==> src/rtl/alu_issue.sv <==
// alu_issue: single-issue request driver for the variable-latency execute ALU.
// Define ALU_ISSUE_DEPTH2_EN to replace the response register with a 2-entry FIFO.
module alu_issue #(
  parameter int unsigned TAG_W = 5
) (
  input  logic             i_clk,
  input  logic             i_rst,
  input  logic             i_req_valid,
  output logic             o_req_ready,
  input  logic [3:0]       i_req_op,
  input  logic [31:0]      i_req_a,
  input  logic [31:0]      i_req_b,
  input  logic [TAG_W-1:0] i_req_tag,
  output logic [3:0]       o_alu_op,
  output logic [31:0]      o_alu_a,
  output logic [31:0]      o_alu_b,
  output logic             o_alu_valid,
  input  logic [31:0]      i_alu_out,
  input  logic             i_alu_valid,
  output logic             o_rsp_valid,
  input  logic             i_rsp_ready,
  output logic [31:0]      o_rsp_data,
  output logic [TAG_W-1:0] o_rsp_tag
);

  // Parked ALU op: XOR keeps the ALU out of its two-cycle ADD path.
  localparam logic [3:0] OpXor = 4'b0100;

  typedef enum logic [1:0] {StDrain, StIdle, StExec, StCapt} state_e;

  state_e           state_q, state_d;
  logic [1:0]       drain_cnt_q, drain_cnt_d;
  logic [3:0]       op_q;
  logic [31:0]      a_q, b_q;
  logic [TAG_W-1:0] tag_q;
  logic             accept, capture, rsp_pop;

  assign accept  = i_req_valid && o_req_ready;
  assign capture = (state_q == StCapt) && i_alu_valid;
  assign rsp_pop = o_rsp_valid && i_rsp_ready;

  always_ff @(posedge i_clk or posedge i_rst) begin
    if (i_rst) begin
      state_q     <= StDrain;
      drain_cnt_q <= 2'd0;
      op_q        <= 4'd0;
      a_q         <= 32'd0;
      b_q         <= 32'd0;
      tag_q       <= '0;
    end else begin
      state_q     <= state_d;
      drain_cnt_q <= drain_cnt_d;
      if (accept) begin
        op_q  <= i_req_op;
        a_q   <= i_req_a;
        b_q   <= i_req_b;
        tag_q <= i_req_tag;
      end
    end
  end

  always_comb begin
    state_d     = state_q;
    drain_cnt_d = drain_cnt_q;
    o_alu_valid = 1'b0;
    o_alu_op    = OpXor;
    o_alu_a     = 32'd0;
    o_alu_b     = 32'd0;
    unique case (state_q)
      // Two cycles let any ADD left in the (unreset) ALU fall out unobserved.
      StDrain: begin
        drain_cnt_d = drain_cnt_q + 2'd1;
        if (drain_cnt_q == 2'd1) state_d = StIdle;
      end
      StIdle: begin
        if (accept) state_d = StExec;
      end
      StExec: begin
        o_alu_valid = 1'b1;
        o_alu_op    = op_q;
        o_alu_a     = a_q;
        o_alu_b     = b_q;
        state_d     = StCapt;
      end
      StCapt: begin
        o_alu_op = op_q;
        o_alu_a  = a_q;
        o_alu_b  = b_q;
        if (i_alu_valid) state_d = StIdle;
      end
      default: state_d = StDrain;
    endcase
  end

`ifdef ALU_ISSUE_DEPTH2_EN
  logic [31:0]      fifo_data_q [2];
  logic [TAG_W-1:0] fifo_tag_q  [2];
  logic             wr_ptr_q, rd_ptr_q;
  logic [1:0]       count_q;

  always_ff @(posedge i_clk or posedge i_rst) begin
    if (i_rst) begin
      fifo_data_q[0] <= 32'd0;
      fifo_data_q[1] <= 32'd0;
      fifo_tag_q[0]  <= '0;
      fifo_tag_q[1]  <= '0;
      wr_ptr_q       <= 1'b0;
      rd_ptr_q       <= 1'b0;
      count_q        <= 2'd0;
    end else begin
      if (capture) begin
        fifo_data_q[wr_ptr_q] <= i_alu_out;
        fifo_tag_q[wr_ptr_q]  <= tag_q;
        wr_ptr_q              <= ~wr_ptr_q;
      end
      if (rsp_pop) rd_ptr_q <= ~rd_ptr_q;
      case ({capture, rsp_pop})
        2'b10:   count_q <= count_q + 2'd1;
        2'b01:   count_q <= count_q - 2'd1;
        default: count_q <= count_q;
      endcase
    end
  end

  // A free slot at accept time guarantees the capture can never stall.
  assign o_req_ready = (state_q == StIdle) && (count_q != 2'd2);
  assign o_rsp_valid = (count_q != 2'd0);
  assign o_rsp_data  = fifo_data_q[rd_ptr_q];
  assign o_rsp_tag   = fifo_tag_q[rd_ptr_q];
`else
  logic             rsp_valid_q;
  logic [31:0]      rsp_data_q;
  logic [TAG_W-1:0] rsp_tag_q;

  always_ff @(posedge i_clk or posedge i_rst) begin
    if (i_rst) begin
      rsp_valid_q <= 1'b0;
      rsp_data_q  <= 32'd0;
      rsp_tag_q   <= '0;
    end else if (capture) begin
      rsp_valid_q <= 1'b1;
      rsp_data_q  <= i_alu_out;
      rsp_tag_q   <= tag_q;
    end else if (rsp_pop) begin
      rsp_valid_q <= 1'b0;
    end
  end

  assign o_req_ready = (state_q == StIdle) && !rsp_valid_q;
  assign o_rsp_valid = rsp_valid_q;
  assign o_rsp_data  = rsp_data_q;
  assign o_rsp_tag   = rsp_tag_q;
`endif

endmodule

==> config.mk <==
export PLATFORM = sky130hd
export DESIGN_NAME = alu_issue
export DESIGN_NICKNAME = d
export VERILOG_FILES = /design/src/rtl/alu_issue.sv
export SDC_FILE = /design/constraint.sdc
export NUM_CORES = 1
export LEC_CHECK = 0
export CORE_MARGIN = 2
export CORE_UTILIZATION = 38
export CTS_BUF_LIST = sky130_fd_sc_hd__clkbuf_4 sky130_fd_sc_hd__clkbuf_8 sky130_fd_sc_hd__clkbuf_16
export DETAILED_ROUTE_END_ITERATION = 12
export PLACE_DENSITY = 0.76
export SYNTH_ARGS = -nofsm -noshare
export SYNTH_HDL_FRONTEND = slang
export SYNTH_SLANG_ARGS = --single-unit
==> constraint.sdc <==
create_clock -name i_clk -period 3.85 [get_ports i_clk]
set_clock_uncertainty 0.05 [all_clocks]
set_input_delay 0.5775 -clock i_clk [delete_from_list [all_inputs] [get_ports i_clk]]
set_output_delay 0.5775 -clock i_clk [all_outputs]
set_load 0.01 [all_outputs]
**Word-level counts from Yosys, hierarchy flattened**

Cells that the tools add are included.
Widths: inputs -> output; s select.

- Bits in registers: 115
- Input port bits: 110
- Output and inout bits: 108

- Add/subtract/negate cells: 1
- Eq/ne operators: 7
- Multiplexer cells: 10
- Reductions and logical operators: 9

Operator list:

| cell | count |
|---|---|
| $mux 32 | 2 |
| $pmux 2 s4 | 1 |
| $mux 2 | 3 |
| $ne 2x2->1 const B | 3 |
| $eq 2x1->1 const B | 2 |
| $eq 2x2->1 const B | 2 |
| $logic_and 1x1->1 | 4 |
| $mux 4 | 1 |
| $mux 1 | 3 |
| $reduce_and 3->1 | 1 |
| $add 2x1->2 const B | 1 |
| $logic_not 2->1 | 1 |
| $reduce_bool 2->1 | 1 |
| $reduce_or 2->1 | 1 |
| $logic_not 1->1 | 1 |

**Longest topological paths before layout**

Gate-level depths: netlist (run 1).

- Depth in word-level cells: 5
- Depth in mapped cells: 7
- Mapped depth without buffers: 5

**Worst setup path after synthesis (run 1)**

OpenSTA, ideal clock, no wires.

- Kind: register -> output
- From: reg state_q[0]
- To: out o_alu_op[2]
- Data arrival time: 1.421 ns
- Required time: 3.222 ns
- Slack: 1.801 ns
- Stages on the path, launching flop included: 7
- Path buffers: 2
- Cell sequence: dfrtp_1 > inv_1 > ha_1 > nor2_1 > buf_2 > buf_2 > or2_1

- Cells in the longest elaborated chain, start to end: 3
- Elaborated cells between the ends (all ways): 4
- Classes of those cells: 2 x eq/ne; 1 x mux; 1 x reduce/logical

Ends and longest elaborated chain:

| what | RTL line | text |
|---|---|---|
| from (decl) | 31 | `state_e state_q, state_d;` |
| from (signal assigned) | 44 | `state_q <= StDrain;` |
| from (signal assigned) | 51 | `state_q <= state_d;` |
| $eq 2x2->1 | 69 | `unique case (state_q)` |
| $reduce_or 2->1 (no source line) (*) | -- |  |
| $mux 4 (*) | 69 |  |
| to (decl) | 14 | `output logic [3:0] o_alu_op,` |

Every way passes the cells marked *; elsewhere a longest branch is shown, timed or not.

**Worst setup path in the final report (run 1)**

- From: reg state_q[0]
- To: out o_alu_b[7]

- Cells in the longest elaborated chain, start to end: 3
- Elaborated cells between the ends (all ways): 4
- Classes of those cells: 2 x eq/ne; 1 x mux; 1 x reduce/logical

Ends and longest elaborated chain:

| what | RTL line | text |
|---|---|---|
| $eq 2x2->1 | 69 |  |
| $reduce_or 2->1 (no source line) (*) | -- |  |
| $mux 32 (*) | 69 |  |
| to (decl) | 16 | `output logic [31:0] o_alu_b,` |

Marks and branches as above.

==> results.toml, run 1 <==
[run_status]
status = "completed"

[synthesis]
syn-num-nets = 451
synth_cell_types = 22
yosys_warnings = 0
synth-edff-count = 0
syn-mean-instance-area_um2 = 15.1
ys_seq_elements = 115
synth_top_cell_by_area = "dfrtp_1"
postSynthCellCount = 336
synth_top_area_share_pct = 56.7
synth_area_um2 = 5080
seq_area_frac_synth_pct = 56.7
async_flop_share_pct = 100
synthTopCellsByArea = "dfrtp_1, mux2_4, mux2_1"
synthFlopType = "dfrtp_1"

[route]
wl_um = 11500
initialDrtViolationCount = 100
postRouteAntennaNets = 0
drcViolationCount = 0
wl_per_cell_um = 15.5
viasPerCell = 4.55
dr_total_vias = 3384
drt_pass1_iterations = 4

[timing]
finalHoldViolCount = 0
period_needed_ns = 2.82
tns_ns = 0
min_period_over_period_pct = 73.3
slew_violations = 0
tightestPinTransition_ns = 0.828
hold-worst-slack_ns = 0.429
rsz0062_at_grt = "false"
max_freq_mhz = 354
setup_viol = 0
slew_headroom_pct = 44.8

[layout]
nFillCells = 1047
final_util_pct = 60.5
fin_nets = 673
multi_input_area_um2 = 2050
layout_commonest_cell = "clkdlybuf4s50_1"
drive_gt1_share_pct = 18.5
final_cell_mix = "clkdlybuf4s50_1, dfrtp_1, nor2b_1"
stdcell_count = 744
final-seq-area_um2 = 2880
area_growth_pct = 56.4
diodes = 0

[floorplanning]
num_rows = 42
ios = 218
core_area_um2 = 13100
die-area_um2 = 14300
start_util_pct = 38.7
die_h_um = 120
fp.dieW_um = 120

[clock_tree]
cts.sinks = 115
post_cts_buffers = 0
clockRootBuffer = "clkbuf_16"
cts-htree-levels = 4
clk_pin_slew_ns = 0.05
worstSkewPairLatency_ns = 0.40
cts_tree = "built"
ctsResizeCount = 0
cts_buffer_depth = 2
numCtsBuffers = 17
ctsHoldBuffers = 0

[critical_path]
critPathCaptureType = "output pin"
cp_max_fo = 68
regToRegEndpoint = "op_q[1]"
cp.arrival_ns = 2.20
required_ns = 3.22
crit_type = "reg -> out"
rrSetupSlack_ns = 1.78
endpoint = "o_alu_b[7]"
worstSetupStartpointType = "flip-flop"
r2r_start = "state_q[1]"
setup.worst_path.start = "state_q[0]"
r2r_cells = 5

[grt]
grt_pass1_wl_um = 18600
grt_util_all_layers_pct = 16.7
overflow = 0
grt_max_degree = 69
grt_pass1_vias = 3687
grt_antenna_before_repair = 0

[power_and_ir_drop]
peakVddDrop_v = 0.000463
p_leak_nw = 3.49
p_per_area_nw_per_um2 = 894

[job]
cap_violations = 0

[placement]
dp_cells = 715
io_buffer_count = 217
dp_hpwl_um = 8210
gp_congestion = 0.739

[hold_path]
hold_class = "reg -> reg"
min_from = "a_q[29]"
## worst max-delay path, stage by stage, from the launching register on
cell	delay, ns
dfrtp_1	0.39
inv_1	0.11
ha_1	0.22
nor2_4	0.06
buf_12	0.18
nor2b_1	0.18
clkdlybuf4s50_1	0.59
## report_power, final
part | switching (W) | leakage, nW | internal [W]
registers | 0.000317 | 1.35 | 0.00184
clock network | 0.000495 | 0.272 | 0.000931
logic | 0.00132 | 1.87 | 0.00220
## cell usage after synthesis (2+ instances only)
| cell | n |
|---|---|
| mux2_1 | 42 |
| clkbuf_1 | 4 |
| ha_1 | 5 |
| nor2b_1 | 70 |
| buf_2 | 6 |
| buf_6 | 7 |
| buf_4 | 2 |
| mux2_4 | 59 |
| mux2_2 | 10 |
| dfrtp_1 | 115 |
| inv_1 | 5 |
## logic make-up after synthesis
logic type                 Yosys count  synth area share, %
buffers and inverters               24                 3.10
AOI/OAI and AO/OA                    3                0.419
DFF                                115                 56.7
adders and majority gates            5                 1.23
and+or+nand+nor                     76                 9.26
xor gates and xnor gates             1                0.172
muxes                              112                 29.2
## how the worst min path moves through the flow
stage | endpoint | slack [ns] | cells past startpoint
global route | o_rsp_data[16] | 0.45 | 1
CTS | drain_cnt_q[0] | 0.43 | 1
floorplan | drain_cnt_q[0] | 0.39 | 1
global placement | drain_cnt_q[0] | 0.41 | 1
finish | a_q[29] | 0.43 | 1
detailed placement | drain_cnt_q[0] | 0.42 | 1
## layer usage
metal	routed length, um	GRT usage [%]	up-vias
li1	-	-	1572
met1	4680	18.6	1663
met2	5730	28.4	127
met3	807	6.23	22
met4	286	7.57	0
met5	0	0	-
## state kept, by name, indices dropped and copies added (netlist names)
name / count
a_q: 32
o_rsp_valid: 1
o_rsp_tag: 5
o_rsp_data: 32
drain_cnt_q: 2
state_q: 2
b_q: 32
tag_q: 5
op_q: 4
## layout make-up
type                            count  share of cell area [%]
Sequential cell                   115                    36.2
Timing Repair Buffer              222                    28.1
Multi-Input combinational cell    197                    25.8
Clock buffer                       23                    6.08
Tap cell                          176                    2.77
Clock inverter                      6                   0.724
Inverter                            5                   0.268
## per-stage QoR
stage          cell area (um^2)  worst slack [ns]  total power (W)
2_1_floorplan              5080             0.178          0.00403
3_3_place_gp               7410              1.45          0.00563
3_5_place_dp               7410              1.42          0.00573
4_1_cts                    7950             0.981          0.00721
5_1_grt                    7950             0.910          0.00751
6_report                   7950              1.03          0.00710
No activity file was read; power rests on OpenSTA's default activity.
==> run 2: changes to the inputs <==
Settings changed: CORE_UTILIZATION 38 to 43, PLACE_DENSITY 0.76 to 0.81.
Clock period 3.85 ns to 2.9 ns, I/O delays scaled along.
==> run 2 against run 1 <==
Die area shrank 11%. Design area increased by 2.1%. Sequential power grew 34%. Largest power group unchanged. Hold slack got worse by 0.0057 ns. Count of clock-buffer cells in the layout is 1 higher.
==> results.toml, run 2 (synthesis gave the netlist of run 1 again) <==
[power_and_ir_drop]
pwr-share-seq_pct = 29.0
power_frac_comb_pct = 49.1
clkPwrFrac_pct = 21.9
p_per_area_nw_per_um2 = 1230
p_sw_w = 0.00299
power.internal_w = 0.00696
peakVddDrop_v = 0.000723
p_total_w = 0.00995
p_leak_nw = 3.59
p_sw_share_pct = 30.0

[critical_path]
crit_chain = "inv_1, ha_1, nor2_4, buf_4, nor2b_1, clkdlybuf4s50_1"
crit_type = "reg -> out"
critPathSlowestCell = "clkdlybuf4s50_1"
max_stage_delay_ns = 0.50
critical_path.top_delay_family = "buffers and inverters"
required_ns = 2.41
critPathBufInv = 3
cp.arrival_ns = 2.29
critPathCaptureType = "output pin"
worstSetupStartpointType = "flip-flop"
cp_max_fo = 11

[route]
postRouteAntennaNets = 0
wl_um = 12500
viasPerCell = 4.78
drcViolationCount = 0
initialDrtViolationCount = 98
wl_per_cell_um = 17.3
dr_total_vias = 3454
drt_pass1_iterations = 4

[layout]
layout_commonest_cell = "clkdlybuf4s50_1"
final_util_pct = 70.8
stdcell_count = 723
final_cell_mix = "clkdlybuf4s50_1, dfrtp_1, nor2b_1"
diodes = 0
area_growth_pct = 59.7
drive_gt1_share_pct = 20.2
fin_nets = 682

[clock_tree]
numCtsBuffers = 17
clk_pin_slew_ns = 0.05
ctsResizeCount = 0
worstSkewPairLatency_ns = 0.41
cts.sinks = 115
ctsHoldBuffers = 0
clockRootBuffer = "clkbuf_16"
cts_tree = "built"
cts_buffer_depth = 2
cts-htree-levels = 4

[placement]
io_buffer_count = 217
dp_cells = 690
gp_congestion = 0.796
dp_hpwl_um = 8850

[grt]
grt_pass1_vias = 3870
grt_antenna_before_repair = 0
grt_pass1_wl_um = 20100
overflow = 0
grt_max_degree = 53
grt_util_all_layers_pct = 20.4

[floorplanning]
start_util_pct = 44.3
die_h_um = 113
num_rows = 39
core_area_um2 = 11500
ios = 218
fp.dieW_um = 113
die-area_um2 = 12700

[timing]
min_period_over_period_pct = 95.7
tightestPinTransition_ns = 0.719
rsz0062_at_grt = "false"
slew_violations = 0
setup_viol = 0
period_needed_ns = 2.77
slew_headroom_pct = 52.0
max_freq_mhz = 360
finalHoldViolCount = 0
tns_ns = 0

[run_status]
status = "completed"

[job]
cap_violations = 0

[hold_path]
hold_class = "reg -> reg"
[run 2: power by group through the flow]
stage | clock (W) | combinational [W] | sequential, W
floorplan | 0 | 0.00245 | 0.00290
global placement | 0 | 0.00478 | 0.00285
detailed placement | 0 | 0.00488 | 0.00289
CTS | 0.00222 | 0.00493 | 0.00290
global route | 0.00229 | 0.00521 | 0.00300
finish | 0.00218 | 0.00488 | 0.00289
[run 2: what timing repair did]
action	in CTS	in global routing
gates cloned	0	1
setup buffers	0	0
endpoints found under the hold margin	0	0
pin swaps	1	1
endpoints found under the setup margin	4	55
[run 2: final cells by class]
type | count | area (um^2)
Sequential cell | 115 | 2880
Multi-Input combinational cell | 198 | 2060
Clock inverter | 8 | 123
Timing Repair Buffer | 230 | 2340
Tap cell | 143 | 179
Fill cell | 768 | 3350
Inverter | 5 | 22.5
Clock buffer | 24 | 509
[run 2: final timing paths]
| check | from | cells past startpoint | endpoint | slack (ns) |
|---|---|---|---|---|
| setup / recovery | state_q[0] | 6 | o_alu_b[2] | 0.13 |
| hold / removal | drain_cnt_q[0] | 1 | drain_cnt_q[0] | 0.42 |
| setup reg to reg | state_q[1] | 5 | op_q[2] | 0.94 |
| hold reg to reg | drain_cnt_q[0] | 1 | drain_cnt_q[0] | 0.42 |
| max in group asynchronous | i_rst | 3 | b_q[9] | 1.66 |
| min in group asynchronous | i_rst | 2 | b_q[5] | 0.44 |
[run 2: worst register-to-register path: stages, from the launching register on]
cell and delay, ns:
dfrtp_1 0.41, inv_1 0.09, ha_1 0.23, nand3b_1 0.35, buf_12 0.34, mux2_1 0.36
[run 2: per-stage QoR]
| step | setup WS (ns) | hold WS [ns] | instance area [um^2] |
|---|---|---|---|
| detailed placement | 0.450 | 0.411 | 7480 |
| global route | 0.00947 | 0.445 | 8110 |
| floorplan | 0.994 | 0.395 | 5080 |
| finish | 0.126 | 0.423 | 8110 |
| global placement | 0.500 | 0.408 | 7480 |
| CTS | 0.00966 | 0.422 | 8110 |
[run 2: layer usage]
layer | share of wire (%) | global-route usage, %
met3 | 8.3 | 8.36
met4 | 2.1 | 8.54
met2 | 52 | 35.2
met1 | 38 | 22.3
met5 | 0 | 0
==> run 3: changes to the inputs <==
==> constraint.sdc (replaced) <==
create_clock -name i_clk -period 2.9 [get_ports i_clk]
set_clock_uncertainty 0.05 [all_clocks]
set_input_delay 0.58 -clock i_clk [delete_from_list [all_inputs] [get_ports i_clk]]
set_output_delay 0.58 -clock i_clk [all_outputs]
set_load 0.01 [all_outputs]
==> run 3 against run 2 <==
Critical endpoint is now o_alu_b[6]. Setup slack got worse by 0.019 ns. Critical path type unchanged. Largest power group unchanged. Wire length is 1.7% lower. Design area grew 1.7%. Largest cell class unchanged. Sequential cell count unchanged. Critical path depth increased by 1.
==> results.toml, run 3 (synthesis gave the netlist of run 1 again) <==
[power_and_ir_drop]
power.internal_w = 0.00715
p_leak_nw = 4.06
p_per_area_nw_per_um2 = 1220
p_sw_share_pct = 29.2
clkPwrFrac_pct = 24.2
p_total_w = 0.0101
power_frac_comb_pct = 47.2
pwr-share-seq_pct = 28.6
peakVddDrop_v = 0.000866
p_sw_w = 0.00294

[timing]
slew_violations = 0
rsz0062_at_grt = "false"
min_period_over_period_pct = 96.3
setup_viol = 0
tns_ns = 0
slew_headroom_pct = 49.7
finalHoldViolCount = 0
max_freq_mhz = 358
period_needed_ns = 2.79
tightestPinTransition_ns = 0.752

[clock_tree]
cts_buffer_depth = 2
cts.sinks = 115
numCtsBuffers = 17
worstSkewPairLatency_ns = 0.41
cts_tree = "built"
clk_pin_slew_ns = 0.05
cts-htree-levels = 4
ctsHoldBuffers = 0
clockRootBuffer = "clkbuf_16"

[run_status]
status = "completed"

[critical_path]
cp_max_fo = 6
worstSetupStartpointType = "flip-flop"
critPathCaptureType = "output pin"
crit_type = "reg -> out"
cp.arrival_ns = 2.16
required_ns = 2.27

[grt]
grt_use_met2_pct = 32.8
overflow = 0
grt_pass1_vias = 3786
grt_antenna_before_repair = 0
grt_pass1_wl_um = 19400
met1_usage_pct = 22.4
grt_max_degree = 49
met3_usage_pct = 8.36
grt_util_all_layers_pct = 19.8
grt_busiest_layer = "met2"

[layout]
final_cell_mix = "clkdlybuf4s50_1, dfrtp_1, nor2b_1"
layout_commonest_cell = "clkdlybuf4s50_1"
fin_nets = 681
area_growth_pct = 62.5
nFillCells = 750
drive_gt1_share_pct = 20.4
diodes = 0

[floorplanning]
num_rows = 39
core_area_um2 = 11500
die-area_um2 = 12700
ios = 218
fp.dieW_um = 113
die_h_um = 113
start_util_pct = 44.3

[placement]
io_buffer_count = 217
gp_congestion = 0.850
dp_hpwl_um = 8730

[route]
dr_total_vias = 3431
wl_um = 12300
postRouteAntennaNets = 0
wl_per_cell_um = 17.1
viasPerCell = 4.75
drcViolationCount = 0
initialDrtViolationCount = 92
drt_pass1_iterations = 4

[hold_path]
hold_class = "reg -> reg"

[job]
cap_violations = 0
run 3: cell count changes in the layout (fill, tap and decap cells not counted):
cell,delta
inv_1,-1
ha_1,-1
nor2_2,-1
clkdlybuf4s50_1,-31
clkinv_4,+1
clkinvlp_4,-3
clkinv_2,-1
inv_2,+1
dlymetal6s2s_1,+30
bufinv_16,+3
ha_2,+1
dlygate4sd2_1,+1
run 3: per-stage QoR:
stage | instance area (um^2) | cells | hold WS, ns | setup WS, ns | utilization [%]
floorplan | 5080 | 336 | 0.395 | 0.849 | -
global placement | 7460 | 688 | 0.408 | 0.403 | 65.1
detailed placement | 7460 | 688 | 0.423 | 0.314 | 65.1
CTS | 8180 | 722 | 0.435 | 0.00135 | 71.3
global route | 8260 | 722 | 0.444 | 0.0206 | 72.0
finish | 8260 | 722 | 0.425 | 0.107 | 72.0
run 3: cell type report:
type | count | area, um^2 | share of cell area, %
flip-flops and latches | 115 | 2880 | 34.9
repair buffers | 230 | 2420 | 29.3
multi-input cells | 197 | 2050 | 24.9
clock buffers | 24 | 509 | 6.17
clock inverters | 8 | 194 | 2.35
well taps | 143 | 179 | 2.17
inverters | 5 | 22.5 | 0.273
run 3: power groups by stage:
stage	sequential (W)	clock, W	combinational [W]
4_1_cts	0.00290	0.00249	0.00490
3_3_place_gp	0.00285	0	0.00474
6_report	0.00289	0.00245	0.00476
3_5_place_dp	0.00289	0	0.00484
5_1_grt	0.00300	0.00256	0.00508
2_1_floorplan	0.00290	0	0.00245
run 3: final timing paths:
check                                  to  cells past startpoint      startpoint  slack (ns)
setup / recovery               o_alu_b[6]                      7      state_q[0]        0.11
hold / removal             drain_cnt_q[0]                      1  drain_cnt_q[0]        0.42
setup reg to reg                  a_q[31]                      5      state_q[1]        1.09
hold reg to reg            drain_cnt_q[0]                      1  drain_cnt_q[0]        0.42
max in group asynchronous         b_q[28]                      3           i_rst        1.53
min in group asynchronous      state_q[0]                      2           i_rst        0.61
run 3: routing by layer:
metal	up-vias	wire length (um)
met5	-	0
met4	0	264
met3	20	1060
met2	140	6310
met1	1675	4680
li1	1596	-
run 3: critical path, cell delays in order (launching register included):
cell and delay [ns]:
dfrtp_1 0.42, inv_2 0.10, ha_2 0.22, nor2_4 0.04, buf_4 0.16, buf_4 0.16
nor2b_1 0.12, clkdlybuf4s50_1 0.55
run 3: what timing repair did:
item                                    in CTS  in global routing
setup buffers                                2                  0
endpoints found under the setup margin      59                 46
gates resized for setup                      2                 31
pin swaps                                    1                  0
==> RTL change 1, RTL diff (flow settings as in run 1) <==
`TAG_W`: 5 -> 4.
--- a/src/rtl/alu_issue.sv
+++ b/src/rtl/alu_issue.sv
@@ -1,7 +1,7 @@
 // alu_issue: single-issue request driver for the variable-latency execute ALU.
 // Define ALU_ISSUE_DEPTH2_EN to replace the response register with a 2-entry FIFO.
 module alu_issue #(
-  parameter int unsigned TAG_W = 5
+  parameter int unsigned TAG_W = 4
 ) (
   input  logic             i_clk,
   input  logic             i_rst,
Interface: changed (resized i_req_tag and o_rsp_tag); port bits go from 218 to 216. No check against the original RTL was run, so the function may have changed too.
==> RTL change 1 against run 1 <==
Area after synthesis up 0.67%. Power up 1.4%. Sequential cell count down 2. Global-route usage up 0.066 points. Wire length down 0.11%. Cell area about the same. Worst setup slack worse by 42 ps. Critical path type unchanged. Critical endpoint is now o_alu_op[2]. Largest cell class unchanged.
==> RTL change 1: results (changes against run 1) <==
The flow ran to the end, and the final reports show no timing, DRC or antenna violations. The switching share of power is 0.301 (was 0.300), and the post-synthesis cell type count is 23 (was 22). Leading cell types by total area after synthesis: dfrtp_1 55%, mux2_4 20%, mux2_1 8.8%, nor2b_1 8.4%, buf_12 2.7% (was dfrtp_1 57%, mux2_4 17%, mux2_1 9.3%, nor2b_1 8.6%, mux2_2 2.2%). The fraction of layout cells with a size suffix above 1 came out at 0.193 (was 0.185). Placer's final routability congestion estimate: 0.698 (was 0.739).

The net count after synthesis was 445 (was 451); the largest incremental delay on the critical path was 520 ps (was 590 ps). The tightest slew margin relative to the limit came out at 0.417 (was 0.448). The run gives 0.553 (was 0.567) as the sequential cell area fraction in the yosys report. The standby leakage power was 0.00352 uW (was 0.00349 uW); the aggregate routed wire length was 11500 um (about the same). The final net count is 665 (was 673). The number of placed instances with taps included is 708 (was 715). The start of the worst register-to-register path was state_q[0] (was state_q[1]).

The logs give 0.0646 (was 0.0623) for the met3 routing resource usage after global routing and 2240 ps (was 2200 ps) for the worst endpoint data arrival time. The run gives 175 (was 100) as the number of DRC markers after the initial detailed-route iteration. The area enclosed by the die boundary is 14400 um2 (was 14300 um2). The count of port buffers added during placement works out to 215 (was 217).

Most used standard cells in the synthesized netlist: 113 x dfrtp_1, 69 x mux2_4, 69 x nor2b_1 (was 115 x dfrtp_1, 70 x nor2b_1, 59 x mux2_4). The mean routed wirelength per cell is 15.5 um (about the same). The tools report the endpoint of the worst hold path as op_q[2] (was a_q[29]).

The register-to-register path setup slack came out at 1940 ps (was 1780 ps). Startpoint of the worst hold path: op_q[2] (was a_q[29]). The mean area per synthesized cell is 15.4 um2 (was 15.1 um2), and the via-per-instance ratio is 4.55 (about the same).
RTL change 1: changes by cell type after synthesis, sizes merged:
cell	before	now
nor2b	70	69
dfrtp	115	113
and2b	0	1
mux2	111	109
buf	15	14
RTL change 1: per-layer routing:
metal  vias to the layer above  part of all wire
met5                         -                 0
met4                         0             0.010
met3                        12             0.071
met2                       128              0.48
met1                      1670              0.43
li1                       1560                 -
RTL change 1: power by group through the flow:
stage	clock network (uW)	logic (uW)	registers (uW)
2_1_floorplan	0	1940	2150
4_1_cts	1580	3610	2120
5_1_grt	1630	3790	2200
3_5_place_dp	0	3580	2120
3_3_place_gp	0	3550	2100
6_report	1530	3550	2120
RTL change 1: final cells by class:
cell class              instances  area, um2  share of cell area
clock buffers                  22        475              0.0598
multi-input cells             195       2080               0.261
inverters                       5       21.3             0.00268
repair buffers                219       2220               0.279
well taps                     176        220              0.0277
clock inverters                10        110              0.0138
flip-flops and latches        113       2830               0.356
RTL change 1: cells by family after synthesis:
kind of cell    after synthesis  share of synthesized area
flops                       113                      0.553
xor+xnor                      1                    0.00171
simple gates                 76                     0.0937
compound gates                3                    0.00416
fa+ha+maj                     5                     0.0122
buf+inv                      23                     0.0426
mux                         110                      0.293
RTL change 1: stage by stage:
stage | instance area, um2 | setup WS, ps | utilization
3_5_place_dp | 7360 | 1400 | 0.558
2_1_floorplan | 5110 | 235 | -
4_1_cts | 7950 | 964 | 0.603
6_report | 7950 | 985 | 0.603
5_1_grt | 7950 | 856 | 0.603
3_3_place_gp | 7360 | 1450 | 0.558
RTL change 1: worst max-delay path by stage:
stage,endpoint,from,slack (ps),cells after the start
after floorplan,a_q[0],i_rst,240,1
after global placement,o_alu_op[2],state_q[0],1450,6
after detailed placement,o_alu_op[2],state_q[0],1400,6
after CTS,o_alu_op[2],state_q[0],960,6
after global routing,o_alu_op[2],state_q[0],860,6
final,o_alu_op[2],state_q[0],980,6
RTL change 1: worst max-delay path, delay by kind of cell (launching register included):
| family | cells | cell delay (ps) |
|---|---|---|
| adder cells (fa/ha/maj) | 1 | 250 |
| buffers and inverters | 3 | 880 |
| flip-flops | 1 | 380 |
| AND/OR/NAND/NOR | 2 | 280 |
==> RTL change 2, RTL diff (settings of run 1) <==
Without the edit above. Re-encode `state_e` (4 states) as one-hot, 4 bits wide.
--- a/src/rtl/alu_issue.sv
+++ b/src/rtl/alu_issue.sv
@@ -26,7 +26,7 @@
   // Parked ALU op: XOR keeps the ALU out of its two-cycle ADD path.
   localparam logic [3:0] OpXor = 4'b0100;
 
-  typedef enum logic [1:0] {StDrain, StIdle, StExec, StCapt} state_e;
+  typedef enum logic [3:0] {StDrain = 4'b0001, StIdle = 4'b0010, StExec = 4'b0100, StCapt = 4'b1000} state_e;
 
   state_e           state_q, state_d;
   logic [1:0]       drain_cnt_q, drain_cnt_d;
Formal check against the unedited RTL: no difference found for any inputs over 10 cycles, from zero or initial values and one cycle with i_rst high; not proved beyond that.
==> RTL change 2 against run 1 <==
Non-clock buffer count grew 1. Cell area grew 1.7%. Area after synthesis grew 0.79%. Worst setup slack lost 270 ps. Sequential cell count grew 2. First-iteration DRC count grew 40%. Wire length grew 1.8%. Critical path type unchanged.
Power is not compared: it rests on default switching activity, and its combinational part moved more than twofold at a synthesized area within 25%.
==> RTL change 2: results (changes against run 1) <==
The number of global-route vias before repair was 3752 (was 3687). Slowest cell on the critical path: clkdlybuf4s50_1 (unchanged). The worst hold path class is reg2reg (unchanged).

The worst endpoint data arrival time is 2470 ps (was 2200 ps). Total of cells resized after clock tree synthesis: 0 (unchanged). The parity-gate share of the synthesized area counting xor and xnor cells is 0.00342 (was 0.00172), and the sequential cell area fraction in the yosys report is 0.572 (was 0.567). The count of port buffers added during placement was 217 (unchanged). The tools report the clock root buffer as clkbuf_16 (unchanged).

The via-per-instance ratio is 4.63 (was 4.55). The logs give 0.170 (was 0.167) for the total routing usage reported by global routing and 69 (unchanged) for the maximum number of pins on one net before global-route repair. The fraction of layout cells with a size suffix above 1 was 0.263 (was 0.185); the standby leakage power was 0.00373 uW.

The largest incremental delay on the critical path is 560 ps (was 590 ps), and the mean routed wirelength per cell is 15.5 um (about the same). The initial antenna violation count came out at 0 (unchanged). Tightest slew margin relative to the limit: 0.433 (was 0.448). The adder and majority cell fraction of the synthesized area came out at 0.00244 (was 0.0123).

The number of buffers created by CTS came out at 17 (unchanged). The clock transition at the registers of the reported paths works out to 50 ps (about the same). The maximum fanout count along the critical path is 68 (unchanged), and the mux contribution to synthesized area is 0.281 (was 0.292). The run gives 28 (was 22) as the post-synthesis cell type count. The number of DRC markers after the initial detailed-route iteration came out at 140 (was 100).

The logs give 8300 um (was 8210 um) for the post-DP HPWL and 458 (was 451) for the net count after synthesis. The synthesis warning total was 0 (unchanged); the share of synthesized flip-flops with an asynchronous set or reset was 1.00 (unchanged). Gate family responsible for the most delay along the worst path: buffers and inverters (unchanged). The length of the first detailed-routing pass in iterations was 4 (unchanged). Across the VDD grid, the largest voltage drop is 0.000297 V. For the clock latency at the later pin of the worst-skew pair, the log shows 400 ps (about the same). Most used standard cells in the synthesized netlist: 116 x dfrtp_1, 67 x and2_1, 62 x mux2_2 (was 115 x dfrtp_1, 70 x nor2b_1, 59 x mux2_4). The number of setup buffers added after CTS came out at 0 (unchanged). The tools report the final net count as 678 (was 673).

The logs give 0.725 (was 0.739) for the placer's final routability congestion estimate and 4 (unchanged) for the maximum level of the CTS H-tree. The run finished with clean final reports. The filler cell count in the final layout is 1020 (was 1047). Leading cell types by total area after synthesis: dfrtp_1 57%, mux2_4 14%, mux2_2 14%, and2_1 8.2%, buf_6 1.3% (was dfrtp_1 57%, mux2_4 17%, mux2_1 9.3%, nor2b_1 8.6%, mux2_2 2.2%). The global-route wire length before repair is 19000 um (was 18600 um), and the share of the synthesized area in compound gates (AO/OA/AOI/OAI) is 0.00782 (was 0.00419).

The run gives 1180 ps (was 1420 ps) as the post-placement setup slack. The tools report the maximum clock path buffer count as 2 (unchanged). The number of antenna diodes came out at 0 (unchanged).
RTL change 2: cell types whose count changed after synthesis, moves of 3 or more:
| cell | delta |
|---|---|
| nand2b_1 | +3 |
| mux2_1 | -42 |
| mux2_4 | -11 |
| and2_1 | +67 |
| buf_2 | +5 |
| ha_1 | -4 |
| mux2_2 | +52 |
| nor2b_1 | -70 |
RTL change 2: stage by stage:
stage	hold WS [ps]	instances	instance area, um2
2_1_floorplan	398	347	5120
3_3_place_gp	414	724	7420
3_5_place_dp	425	724	7420
4_1_cts	436	755	8080
5_1_grt	448	755	8080
6_report	428	755	8080
RTL change 2: final cells by class:
class,count,area share
Sequential cell,117,0.362
Timing Repair Buffer,223,0.274
Multi-Input combinational cell,204,0.252
Clock buffer,23,0.0605
Tap cell,176,0.0272
Clock inverter,8,0.0212
Inverter,4,0.00217
RTL change 2: where the power goes:
part	leakage, uW	internal [uW]	switching (uW)
combinational	0.00191	638	233
clock	0.000324	1220	519
sequential	0.00149	1650	215
total	0.00373	3500	967
RTL change 2: worst paths after layout:
check	slack [ps]	depth (start not counted)	end	startpoint
worst min-delay path	430	1	drain_cnt_q[0]	drain_cnt_q[0]
min in group asynchronous	660	2	a_q[30]	i_rst
max in group asynchronous	2200	3	a_q[25]	i_rst
worst max register to register	1590	4	b_q[31]	state_q[0]
worst max-delay path	760	5	o_alu_a[29]	state_q[2]
worst min register to register	430	1	drain_cnt_q[0]	drain_cnt_q[0]
RTL change 2: layer usage:
metal,GRT usage,up-vias,share of wire
li1,-,1618,-
met1,0.202,1719,0.41
met2,0.278,141,0.49
met3,0.0608,15,0.082
met4,0.0721,0,0.017
met5,0,-,0
